**src/rtl/div_unit_pkg.sv**
```systemverilog
// Shared types for the iterative EX-stage divider: FSM state encoding and iteration count.
package div_unit_pkg;
  typedef enum logic [1:0] {DIV_IDLE, DIV_RUN, DIV_DONE} div_state_e;
  localparam int DIV_ITERS = 32;
endpackage

```
**src/rtl/div_unit_if.sv**
```systemverilog
// Handshake and operand/result bundle between the EX stage and the divider.
interface div_unit_if #(parameter int WIDTH = 32);
  logic             start_i;
  logic             signed_i;
  logic             annul_i;
  logic [WIDTH-1:0] dividend_i;
  logic [WIDTH-1:0] divisor_i;
  logic             div_stall_o;
  logic             valid_o;
  logic [WIDTH-1:0] quotient_o;
  logic [WIDTH-1:0] remainder_o;

  modport master (
    output start_i, signed_i, annul_i, dividend_i, divisor_i,
    input  div_stall_o, valid_o, quotient_o, remainder_o
  );

  modport slave (
    input  start_i, signed_i, annul_i, dividend_i, divisor_i,
    output div_stall_o, valid_o, quotient_o, remainder_o
  );
endinterface

```
**src/rtl/div_unit_sign_fix.sv**
```systemverilog
// Two's-complement magnitude on the way in and conditional negation on the way out.
module div_sign_fix #(
  parameter int WIDTH = 32
) (
  input  logic signed [WIDTH-1:0] a_i,
  input  logic                    a_neg_i,
  output logic signed [WIDTH-1:0] a_abs_o,
  input  logic signed [WIDTH-1:0] r_i,
  input  logic                    r_neg_i,
  output logic signed [WIDTH-1:0] r_o
);
  assign a_abs_o = a_neg_i ? -a_i : a_i;
  assign r_o     = r_neg_i ? -r_i : r_i;
endmodule

```
**src/rtl/div_unit.sv**
```systemverilog
// Radix-2 restoring divider, one quotient bit per cycle, fixed 33-cycle latency.
module div_unit
  import div_unit_pkg::*;
#(
  parameter int WIDTH = 32
) (
  input  logic       clk_i,
  input  logic       rst_i,
  div_unit_if.slave  bus
);
  localparam int CNT_W = $clog2(DIV_ITERS) + 1;

  div_state_e       state_q, state_d;
  logic [CNT_W-1:0] cnt_q, cnt_d;
  logic [WIDTH-1:0] rem_q, rem_d, quot_q, quot_d, dvs_q, dvs_d, dvd_raw_q, dvd_raw_d;
  logic [WIDTH-1:0] q_out_q, q_out_d, r_out_q, r_out_d;
  logic             neg_quot_q, neg_quot_d, neg_rem_q, neg_rem_d, dvz_q, dvz_d;
  logic [WIDTH:0]   diff;
  logic [WIDTH-1:0] rem_nx, quot_nx, dvd_abs, dvs_abs, q_fix, r_fix;
  logic             stall, valid, last;

  // Dividend magnitude in, remainder sign out
  div_sign_fix #(.WIDTH(WIDTH)) u_fix_dvd (
    .a_i(bus.dividend_i), .a_neg_i(bus.signed_i & bus.dividend_i[WIDTH-1]), .a_abs_o(dvd_abs),
    .r_i(rem_nx), .r_neg_i(neg_rem_q), .r_o(r_fix)
  );

  // Divisor magnitude in, quotient sign out
  div_sign_fix #(.WIDTH(WIDTH)) u_fix_dvs (
    .a_i(bus.divisor_i), .a_neg_i(bus.signed_i & bus.divisor_i[WIDTH-1]), .a_abs_o(dvs_abs),
    .r_i(quot_nx), .r_neg_i(neg_quot_q), .r_o(q_fix)
  );

  // The quotient register doubles as the dividend shifter: its MSB feeds the partial remainder.
  assign diff    = {rem_q, quot_q[WIDTH-1]} - {1'b0, dvs_q};
  assign quot_nx = {quot_q[WIDTH-2:0], ~diff[WIDTH]};
  assign rem_nx  = diff[WIDTH] ? {rem_q[WIDTH-2:0], quot_q[WIDTH-1]} : diff[WIDTH-1:0];
  assign last    = (cnt_q == CNT_W'(WIDTH - 1));

  always_comb begin
    state_d    = state_q;
    cnt_d      = cnt_q;
    rem_d      = rem_q;
    quot_d     = quot_q;
    dvs_d      = dvs_q;
    dvd_raw_d  = dvd_raw_q;
    neg_quot_d = neg_quot_q;
    neg_rem_d  = neg_rem_q;
    dvz_d      = dvz_q;
    q_out_d    = q_out_q;
    r_out_d    = r_out_q;
    stall      = 1'b0;
    valid      = 1'b0;
    unique case (state_q)
      DIV_IDLE: begin
        if (bus.start_i && !bus.annul_i) begin
          stall      = 1'b1;
          state_d    = DIV_RUN;
          cnt_d      = '0;
          rem_d      = '0;
          quot_d     = dvd_abs;
          dvs_d      = dvs_abs;
          dvd_raw_d  = bus.dividend_i;
          neg_quot_d = bus.signed_i & (bus.dividend_i[WIDTH-1] ^ bus.divisor_i[WIDTH-1]);
          neg_rem_d  = bus.signed_i & bus.dividend_i[WIDTH-1];
          dvz_d      = (bus.divisor_i == '0);
        end
      end
      DIV_RUN: begin
        if (bus.annul_i) begin
          state_d = DIV_IDLE;
          cnt_d   = '0;
        end else begin
          stall  = 1'b1;
          rem_d  = rem_nx;
          quot_d = quot_nx;
          cnt_d  = cnt_q + 1'b1;
          if (last) begin
            state_d = DIV_DONE;
            q_out_d = dvz_q ? '1 : q_fix;
            r_out_d = dvz_q ? dvd_raw_q : r_fix;
          end
        end
      end
      DIV_DONE: begin
        valid   = !bus.annul_i;
        state_d = DIV_IDLE;
        if (bus.annul_i) cnt_d = '0;
      end
      default: state_d = DIV_IDLE;
    endcase
  end

  always_ff @(posedge clk_i) begin
    if (rst_i) begin
      state_q <= DIV_IDLE;
      cnt_q   <= '0;
      q_out_q <= '0;
      r_out_q <= '0;
    end else begin
      state_q <= state_d;
      cnt_q   <= cnt_d;
      q_out_q <= q_out_d;
      r_out_q <= r_out_d;
    end
  end

  always_ff @(posedge clk_i) begin
    rem_q      <= rem_d;
    quot_q     <= quot_d;
    dvs_q      <= dvs_d;
    dvd_raw_q  <= dvd_raw_d;
    neg_quot_q <= neg_quot_d;
    neg_rem_q  <= neg_rem_d;
    dvz_q      <= dvz_d;
  end

  assign bus.div_stall_o = stall;
  assign bus.valid_o     = valid;
  assign bus.quotient_o  = q_out_q;
  assign bus.remainder_o = r_out_q;
endmodule

```
**src/flat_wrapper.sv**
```systemverilog
// flat-port wrapper written by rule: the top's interface ports become plain ports
module div_unit_flat import div_unit_pkg::*;
#(
  parameter int WIDTH = 32
)
  (clk_i, rst_i, bus_start_i, bus_signed_i, bus_annul_i, bus_dividend_i, bus_divisor_i, bus_div_stall_o, bus_valid_o, bus_quotient_o, bus_remainder_o);
  div_unit_if #(.WIDTH(WIDTH)) bus_i ();
  input  logic clk_i;
  input  logic rst_i;
  input wire logic [$bits(bus_i.start_i)-1:0] bus_start_i;
  input wire logic [$bits(bus_i.signed_i)-1:0] bus_signed_i;
  input wire logic [$bits(bus_i.annul_i)-1:0] bus_annul_i;
  input wire logic [$bits(bus_i.dividend_i)-1:0] bus_dividend_i;
  input wire logic [$bits(bus_i.divisor_i)-1:0] bus_divisor_i;
  output wire logic [$bits(bus_i.div_stall_o)-1:0] bus_div_stall_o;
  output wire logic [$bits(bus_i.valid_o)-1:0] bus_valid_o;
  output wire logic [$bits(bus_i.quotient_o)-1:0] bus_quotient_o;
  output wire logic [$bits(bus_i.remainder_o)-1:0] bus_remainder_o;
  assign bus_i.start_i = bus_start_i;
  assign bus_i.signed_i = bus_signed_i;
  assign bus_i.annul_i = bus_annul_i;
  assign bus_i.dividend_i = bus_dividend_i;
  assign bus_i.divisor_i = bus_divisor_i;
  assign bus_div_stall_o = bus_i.div_stall_o;
  assign bus_valid_o = bus_i.valid_o;
  assign bus_quotient_o = bus_i.quotient_o;
  assign bus_remainder_o = bus_i.remainder_o;
  div_unit #(.WIDTH(WIDTH)) u_core (.clk_i(clk_i), .rst_i(rst_i), .bus(bus_i));
endmodule
```
**config.mk**
```make
export PLATFORM = sky130hd
export DESIGN_NAME = div_unit_flat
export DESIGN_NICKNAME = d
export VERILOG_FILES = /design/src/rtl/div_unit_pkg.sv /design/src/rtl/div_unit_if.sv /design/src/rtl/div_unit_sign_fix.sv /design/src/rtl/div_unit.sv /design/src/flat_wrapper.sv
export SDC_FILE = /design/constraint.sdc
export NUM_CORES = 1
export LEC_CHECK = 0
export BUFFER_PORTS_ARGS = -buffer_cell sky130_fd_sc_hd__buf_2
export CAP_MARGIN = 5
export CORE_ASPECT_RATIO = 0.8
export CORE_UTILIZATION = 50
export DETAILED_ROUTE_END_ITERATION = 6
export GPL_TIMING_DRIVEN = 0
export PLACE_DENSITY = 0.81
export RECOVER_POWER = 100
export SLEW_MARGIN = 20
export SYNTH_ARGS = -nofsm -noshare
export SYNTH_HDL_FRONTEND = slang
export SYNTH_HIERARCHICAL = 1
export SYNTH_SLANG_ARGS = --single-unit
```
**constraint.sdc**
```tcl
create_clock -name clk_i -period 6.36 [get_ports clk_i]
set_clock_uncertainty 0.05 [all_clocks]
set_input_delay 0.318 -clock clk_i [delete_from_list [all_inputs] [get_ports clk_i]]
set_output_delay 0.318 -clock clk_i [all_outputs]
set_load 0.01 [all_outputs]
```
Yosys cells after proc, flatten, opt, wreduce, memory -nomap -nowiden --
Cells that the tools add are included.
Operators by class: $add $sub $neg 6, equal/unequal tests 7, mux-type cells 25, bitwise gates (word level) 6, reduce and logical (&&, ||, !) cells 11
Operator list (number):
- $mux 32 | 11
- $neg 32->32 | 4
- $pmux 32 s2 | 2
- $sub 33x32->33 | 1
- $logic_not 32->1 | 1
- $mux 6 | 3
- $pmux 6 s3 | 1
- $reduce_and 3->1 | 3
- $add 6x1->6 const B | 1
- $eq 6x5->1 const B | 1
- $mux 2 | 3
- $ne 2x2->1 const B | 2
- $pmux 2 s2 | 1
- $reduce_and 2->1 | 2
- $and 1x1->1 | 3
- $mux 1 | 3
- $ne 3x2->1 const B | 1
- $reduce_bool 3->1 | 1
- $eq 2x1->1 const B | 1
- $eq 2x2->1 const B | 1
- $logic_not 2->1 | 1
- $ne 2x1->1 const B | 1
- $not 1->1 | 2
- $pmux 1 s2 | 1
- other kinds (4) | 4
Storage, ports and cells: register bits after elaboration 203, input port bits 69, output and inout port bits 66, logic and storage cells 66

Logic depth before layout (Yosys ltp) --
Gate-level depths: netlist of run 1.
depth after elaboration 5, mapped depth 22, gate-level depth less buffers 20

Hierarchy --
Netlist of run 1, hierarchy kept.
By module, submodules not included:
- div_unit | instances 1, cells an instance 932, area each 9804.4 µm², sequential area each 5375.2 µm²
- div_sign_fix at u_core.u_fix_dvd | instances 1, cells an instance 192, area each 1386.3 µm², sequential area each 0.0 µm²
- div_sign_fix at u_core.u_fix_dvs | instances 1, cells an instance 187, area each 1323.8 µm², sequential area each 0.0 µm²

Least setup slack after synthesis of run 1 --
OpenSTA, ideal clock, no wires.
kind input -> register, start point input bus_annul_i, end point register u_core.quot_q[0], enable pin, setup time 0.394 ns, arrival time 6.467 ns, data required time 5.916 ns, setup slack -0.551 ns, cell stages on the path 3, path buffers 0, cells stage by stage nand2b_1 > nor3_1 > or2_2
Between the ends: longest elaborated chain between the ends 4, elaborated cells between the ends (all ways) 5, those cells by class eq/ne (2); reduce/logical (3)
RTL lines:
- from (decl) | RTL line flat_wrapper.sv:12 | input wire logic [$bits(bus_i.annul_i)-1:0] bus_annul_i;
- $logic_not 1->1 | RTL line div_unit.sv:56 | if (bus.start_i && !bus.annul_i) begin
- $logic_and 1x1->1 | RTL line div_unit.sv:56
- $ne 2x1->1 (no line)
- $reduce_and 3->1 (no line) *
- to (signal assigned) | RTL line div_unit.sv:110 | quot_q <= quot_d;
- to (decl) | RTL line div_unit.sv:15 | logic [WIDTH-1:0] rem_q, rem_d, quot_q, quot_d, dvs_q, dvs_d, dvd_raw_q, dvd_raw_d;
Mark *: on every way between the ends. The rest lies on a longest branch, timed or not. A chain may end at the register's enable or synchronous reset.

Final worst setup path of run 1 --
start point register u_core.quot_q[31], end point register u_core.r_out_q[22], in the netlist u_core/bus.remainder_o[22]
Between the ends: longest elaborated chain between the ends 5
RTL lines:
- $sub 33x32->33 | RTL line div_unit.sv:35 | assign diff = {rem_q, quot_q[WIDTH-1]} - {1'b0, dvs_q};
- $mux 32 | RTL line div_unit.sv:37 | assign rem_nx = diff[WIDTH] ? {rem_q[WIDTH-2:0], quot_q[WIDTH-1]} : diff[WIDTH-1:0];
- net u_core.rem_nx[8] | RTL line div_unit.sv:19 | logic [WIDTH-1:0] rem_nx, quot_nx, dvd_abs, dvs_abs, q_fix, r_fix;
- $neg 32->32 | RTL line div_unit_sign_fix.sv:13 | assign r_o = r_neg_i ? -r_i : r_i;
- $mux 32 | RTL line div_unit_sign_fix.sv:13
- net u_core.r_fix[22] | RTL line div_unit.sv:19
- $mux 32 | RTL line div_unit.sv:81 | r_out_d = dvz_q ? dvd_raw_q : r_fix;
- to (signal assigned) | RTL line div_unit.sv:104 | r_out_q <= r_out_d;
- to (decl) | RTL line div_unit.sv:16 | logic [WIDTH-1:0] q_out_q, q_out_d, r_out_q, r_out_d;
The timed path passes the listed nets, and every way through them passes these cells.

==> impl_metrics.tcl, run 1 <==
set metrics [dict create \
    status "finished, violations left" \
    violations "capacitance limit, slew limit" \
    period_needed_ns 5.94 \
    hold_path.class "in2reg" \
    synth_cell_types 73 \
    drive_above_1_share_pct 7.65 \
    finish.utilization_pct 58.3 \
    cp.arrival_ns 6.33 \
    min_period_over_period_pct 93.4 \
    clockBufferDepth 3 \
    std_cell_rows 51 \
    dieArea_mm2 0.0257 \
    ys.warnings.count 6 \
    max_freq_mhz 168 \
    clkTransAtPathRegs_ns 0.06 \
    antenna_found_initial 1 \
    tns_ns 0 \
    fill_cells 2172 \
    syn_nets 1418 \
    crit_path_end_kind "flip-flop" \
    diodes 0 \
    dpl_cell_area_mm2 0.0137 \
    io_pins 135 \
    root_buffer "clkbuf_16" \
    design_area_mm2 0.0142 \
    portBuffers 133 \
    vias_per_cell 5.88 \
    grt_overflow 0 \
    slew_headroom_pct -52.7 \
    worst_slew_pin_slew_ns 2.29 \
    drc 0 \
    synth_edf_count 131 \
    grt_max_degree 34 \
    grt_pass1_vias 10100 \
    syn_inst 1311 \
    slew_violations 67 \
    hold_viol_final 0 \
    initial_utilization_pct 51.2 \
    core_mm2 0.0244 \
    synth-seq-cells 203 \
    wire_per_inst_um 18.4 \
    vias 10700 \
    start_kind "flip-flop" \
    maxCapViolCount 2 \
    ir_worst_vdd_uv 205 \
    htree_levels 1 \
    drt_pass1_iterations 6 \
    critPathMaxFanout 10 \
    hpwl_um 25500 \
    die_h_um 144 \
    antenna_left 0 \
    syn_area_per_cell_um2 9.55 \
    grt_usage_pct 26.0 \
    place.gp.congestion 0.926 \
    syn_area_mm2 0.0125 \
    grt_pass1_wl_um 51900 \
    synthArstFlopShare_pct 0 \
    drt_iter0_markers 1220 \
    fin_ws_ns 0.418 \
    p_per_area_mw_per_mm2 249 \
    die_w_um 179 \
    cts_sinks 203 \
    ys_seq_area_share_pct 43.0 \
    nets 1595 \
    clk-insertion-delay-late_ns 0.52 \
    cts_buffers 22 \
    setup_violations 0 \
    cts_tree "built" \
    required_ns 6.74 \
    path_class "reg2reg" \
    place_ws_ns 0.676 \
    area_delta_synth_final_pct 13.8 \
    wirelength_um 33500 \
    p_leak_nw 5.00 \
    synth_ff_type "edfxtp_1" \
    fin_hold_ws_ns 0.0772 \
    rsz0062_at_grt "false" \
]
## cell usage after synthesis (31+ instances only)
| cell | n | area [um^2] |
|---|---|---|
| inv_1 | 46 | 173 |
| clkbuf_1 | 42 | 158 |
| edfxtp_1 | 131 | 3930 |
| xnor2_1 | 135 | 1180 |
| nor3_1 | 75 | 375 |
| nor2_1 | 104 | 390 |
| a211oi_1 | 34 | 255 |
| ha_1 | 37 | 463 |
| mux2i_1 | 33 | 330 |
| o21ai_0 | 82 | 410 |
| nand2_1 | 156 | 586 |
| a21oi_1 | 31 | 155 |
| and2_1 | 37 | 231 |
| dfxtp_1 | 72 | 1440 |
## where the power goes
part | internal [mW] | leakage [nW] | switching, mW | total (mW)
Clock | 0.776 | 0.353 | 0.523 | 1.30
Sequential | 1.48 | 1.82 | 0.0370 | 1.51
Combinational | 0.295 | 2.82 | 0.440 | 0.735
## cell usage in the layout, fill, tap and decap left out, types with 16 or more instances in the layout
cell type  instances
and2_1            29
clkbuf_1         159
buf_2             39
a21oi_1           31
dfxtp_1           72
xor2_1            20
edfxtp_1         131
nor2_1           103
xnor2_1          135
a211oi_1          34
or4_1             20
nand2_1          156
or3_1             18
inv_1             46
mux2_1            17
ha_1              37
nor4_1            16
mux2i_1           33
o41ai_1           17
o31ai_1           33
o21ai_0           84
clkbuf_16         25
nor3_1            74
## metal layers
layer	part of all wire (%)	vias to the layer above	global-route usage, %	routed length, um
met5	0	-	0	0
met4	2.9	0	8.03	979
met3	9.5	70	4.76	3200
met2	44	515	40.0	14700
met1	44	5049	36.9	14700
li1	-	5086	-	-
## worst paths after layout
kind	startpoint	to	slack, ns	depth (start not counted)
worst max-delay path	u_core/quot_q[31]	u_core/bus.remainder_o[22]	0.42	20
worst min-delay path	bus_divisor_i[26]	u_core/dvs_q[26]	0.08	2
worst max register to register	u_core/quot_q[31]	u_core/bus.remainder_o[22]	0.42	20
worst min register to register	u_core/bus.quotient_o[16]	u_core/bus.quotient_o[16]	0.45	2
## through the flow
stage / total power [mW] / instances
after floorplan: 2.08 / 1311
after global placement: 2.25 / 1762
after detailed placement: 2.28 / 1767
after CTS: 3.58 / 1821
after global routing: 3.69 / 1822
final: 3.55 / 1822
## worst max-delay path, cell delays in order (launching register included)
cell,delay [ns]
edfxtp_1,0.38
inv_1,0.06
ha_1,0.22
fa_1,0.40
nand2b_1,0.19
a21oi_2,0.23
o21ai_2,0.11
a21oi_2,0.23
o21ai_2,0.13
a221o_2,0.50
or2_0,0.27
buf_6,0.17
inv_12,0.10
mux2_1,0.39
nor3_1,0.43
nand3_1,0.25
or4_1,0.60
o41ai_1,0.54
xnor2_1,0.20
mux2i_1,0.14
a211oi_1,0.26
## flip-flops by register name (all words and copies together) (netlist names), 2 cells and up
| name | cells |
|---|---|
| u_core/quot_q | 32 |
| u_core/bus.quotient_o | 32 |
| u_core/state_q | 2 |
| u_core/cnt_q | 6 |
| u_core/rem_q | 32 |
| u_core/dvd_raw_q | 32 |
| u_core/bus.remainder_o | 32 |
| u_core/dvs_q | 32 |
## area by class of cell
cell class                 instances  area, um^2  area share (%)
clock inverter                     5        50.0           0.351
tap                              318         398            2.79
timing repair buffer             153         707            4.96
buffer                            67         324            2.28
multi-input combinational        994        6520            45.8
clock buffer                      35         683            4.80
inverter                          47         189            1.33
sequential                       203        5380            37.7
## logic make-up (layout without fill, tap and decap cells)
family | count (synthesis) | in the layout | synth area share (%)
compound gates | 244 | 244 | 13.1
xor+xnor | 155 | 155 | 10.8
fa+ha+maj | 38 | 38 | 3.86
buf+inv | 114 | 307 | 4.10
flops | 203 | 203 | 43.0
mux | 56 | 56 | 5.19
simple gates | 501 | 501 | 20.0
## timing repair
item,CTS,global route
resized for setup,0,1
endpoints found under the setup margin,0,1
endpoints found under the hold margin,14,1
setup buffers,0,0
hold buffers,14,1
No activity file was read; power rests on OpenSTA's default activity.
==> run 2, diff against run 1 <==
--- a/config.mk
+++ b/config.mk
@@ -12,8 +12,6 @@
 export DETAILED_ROUTE_END_ITERATION = 6
 export GPL_TIMING_DRIVEN = 0
 export PLACE_DENSITY = 0.81
-export RECOVER_POWER = 100
-export SLEW_MARGIN = 20
 export SYNTH_ARGS = -nofsm -noshare
 export SYNTH_HDL_FRONTEND = slang
 export SYNTH_HIERARCHICAL = 1
==> run 2 against run 1 <==
  * Critical path depth is 1 higher
  * Cell area rose by 2.5%
  * Cell count up 0.16%
  * The run now ends clean
  * Core utilization rose by 1.5 points
  * Count of clock-buffer cells in the layout fell by 1
  * Clock power is 3% higher
  * Largest cell class unchanged
  * Sequential power barely moved
  * Via count is essentially flat
  * Die area unchanged
  * First-iteration DRC count shrank 4.2%
==> impl_metrics.tcl, run 2 (synthesis gave the netlist of run 1 again) <==
set metrics [dict create \
    fill_cells 2040 \
    use_met1_pct 37.3 \
    power_frac_seq_pct 41.7 \
    critPathMaxFanout 10 \
    std_cell_rows 51 \
    portBuffers 133 \
    area_delta_synth_final_pct 16.7 \
    hpwl_um 25400 \
    slew_headroom_pct 16.0 \
    p_sw_mw 1.01 \
    grt_usage_pct 25.9 \
    clockBufferDepth 3 \
    rsz0062_at_grt "false" \
    dp_cells 1765 \
    drc 0 \
    die_h_um 144 \
    power_frac_clock_pct 37.0 \
    p_leak_nw 5.51 \
    finish.utilization_pct 59.8 \
    fin_hold_ws_ns 0.0128 \
    total_power_mw 3.62 \
    place.gp.congestion 0.926 \
    final_common_cell "nand2_1" \
    reg2reg_from "u_core/quot_q[31]" \
    ir_worst_vdd_uv 219 \
    place_ws_ns 0.699 \
    drive_above_1_share_pct 16.5 \
    grt_pass1_wl_um 52000 \
    met2_usage_pct 40.0 \
    io_pins 135 \
    hold_path.class "in2reg" \
    slew_violations 0 \
    antenna_found_initial 1 \
    dpl_cell_area_mm2 0.0137 \
    cts_tree "built" \
    min_period_over_period_pct 91.8 \
    use_met3_pct 5.26 \
    r2r-end "u_core/bus.remainder_o[28]" \
    seqCellArea_mm2 0.00538 \
    grt.busiest_layer "met2" \
    hold_viol_final 0 \
    period_needed_ns 5.84 \
    clkTransAtPathRegs_ns 0.06 \
    vias 10700 \
    nets 1596 \
    p_int_mw 2.62 \
    dieArea_mm2 0.0257 \
    fin_ws_ns 0.523 \
    multi_input_area_mm2 0.00664 \
    cp.arrival_ns 6.21 \
    die_w_um 179 \
    required_ns 6.74 \
    crit_path_end_kind "flip-flop" \
    status "completed" \
    drt_pass1_iterations 6 \
    maxCapViolCount 0 \
    max_freq_mhz 171 \
    start_kind "flip-flop" \
    cp-endpoint "u_core/bus.remainder_o[28]" \
    grt_max_degree 65 \
    clk-insertion-delay-late_ns 0.52 \
    stdcell_count 1825 \
    htree_levels 1 \
    cts_buffers 23 \
    antenna_left 0 \
    rr_worst_depth 21 \
    crit_start "u_core/quot_q[31]" \
    initial_utilization_pct 51.2 \
    wire_per_inst_um 18.3 \
    design_area_mm2 0.0146 \
    layout_common_cells "156 x nand2_1, 141 x buf_2, 135 x xnor2_1" \
    reg2reg_slack_ns 0.52 \
    netSwitchingFraction_pct 27.8 \
    setup_violations 0 \
    core_mm2 0.0244 \
    post_cts_buffers 0 \
    grt_pass1_vias 10000 \
    p_per_area_mw_per_mm2 248 \
    min-delay-start "bus_dividend_i[21]" \
    path_class "reg2reg" \
    wirelength_um 33400 \
    worst_slew_pin_slew_ns 1.26 \
    vias_per_cell 5.88 \
    power_frac_comb_pct 21.3 \
    root_buffer "clkbuf_16" \
    tns_ns 0 \
    grt_overflow 0 \
    drt_iter0_markers 1169 \
    cts_sinks 203 \
]
run 2: cell types whose count changed in the layout (fill, tap and decap cells not counted), sizes merged:
cell / delta
clkbuf: -110
buf: +107
bufinv: +2
dlygate4sd3: +2
inv: +2
clkinvlp: -1
diode: +1
run 2: repair_timing:
action,4_1_cts,5_1_grt
hold buffers,17,0
endpoints found under the hold margin,17,0
gates resized for setup,0,0
run 2: routing by layer:
layer,part of all wire (%),wire length (um)
met3,10,3400
met5,0,0
met1,43,14500
met4,1.6,548
met2,45,15000
run 2: final cells by class:
class                   count  share of cell area, %
multi-input cells         994                   45.5
repair buffers            153                   6.29
clock inverters             8                  0.822
diodes                      1                 0.0171
flip-flops and latches    203                   36.8
well taps                 318                   2.72
plain buffers              67                   2.22
clock buffers              34                   4.36
inverters                  47                   1.29
run 2: how the worst min path moves through the flow:
stage | end | slack [ns] | depth (start not counted)
2_1_floorplan | u_core/dvd_raw_q[0] | 0.37 | 0
3_3_place_gp | u_core/bus.quotient_o[6] | 0.43 | 2
3_5_place_dp | u_core/bus.quotient_o[16] | 0.44 | 2
4_1_cts | u_core/dvd_raw_q[8] | 0.002 | 1
5_1_grt | u_core/dvd_raw_q[21] | 0.003 | 1
6_report | u_core/dvd_raw_q[21] | 0.01 | 1
run 2: worst max-delay path, cell delays in order (launching register included):
cell and delay [ns]:
edfxtp_1 0.35, inv_1 0.05, ha_1 0.22, fa_1 0.39, nand2b_1 0.19, a21oi_2 0.23
o21ai_2 0.11, a21oi_2 0.24, o21ai_2 0.12, o21ai_1 0.71, or2_1 0.21, buf_6 0.20
inv_12 0.07, buf_12 0.15, mux2_4 0.33, or3_4 0.42, nor4b_4 0.37, nand2_1 0.23
o41ai_1 0.46, xnor2_1 0.21, mux2i_1 0.15, a211oi_1 0.25
run 2: power by group through the flow:
stage	sequential (mW)	clock, mW	combinational (mW)
floorplan	1.53	0	0.547
global placement	1.54	0	0.714
detailed placement	1.54	0	0.743
CTS	1.51	1.36	0.758
global route	1.52	1.42	0.840
finish	1.51	1.34	0.771
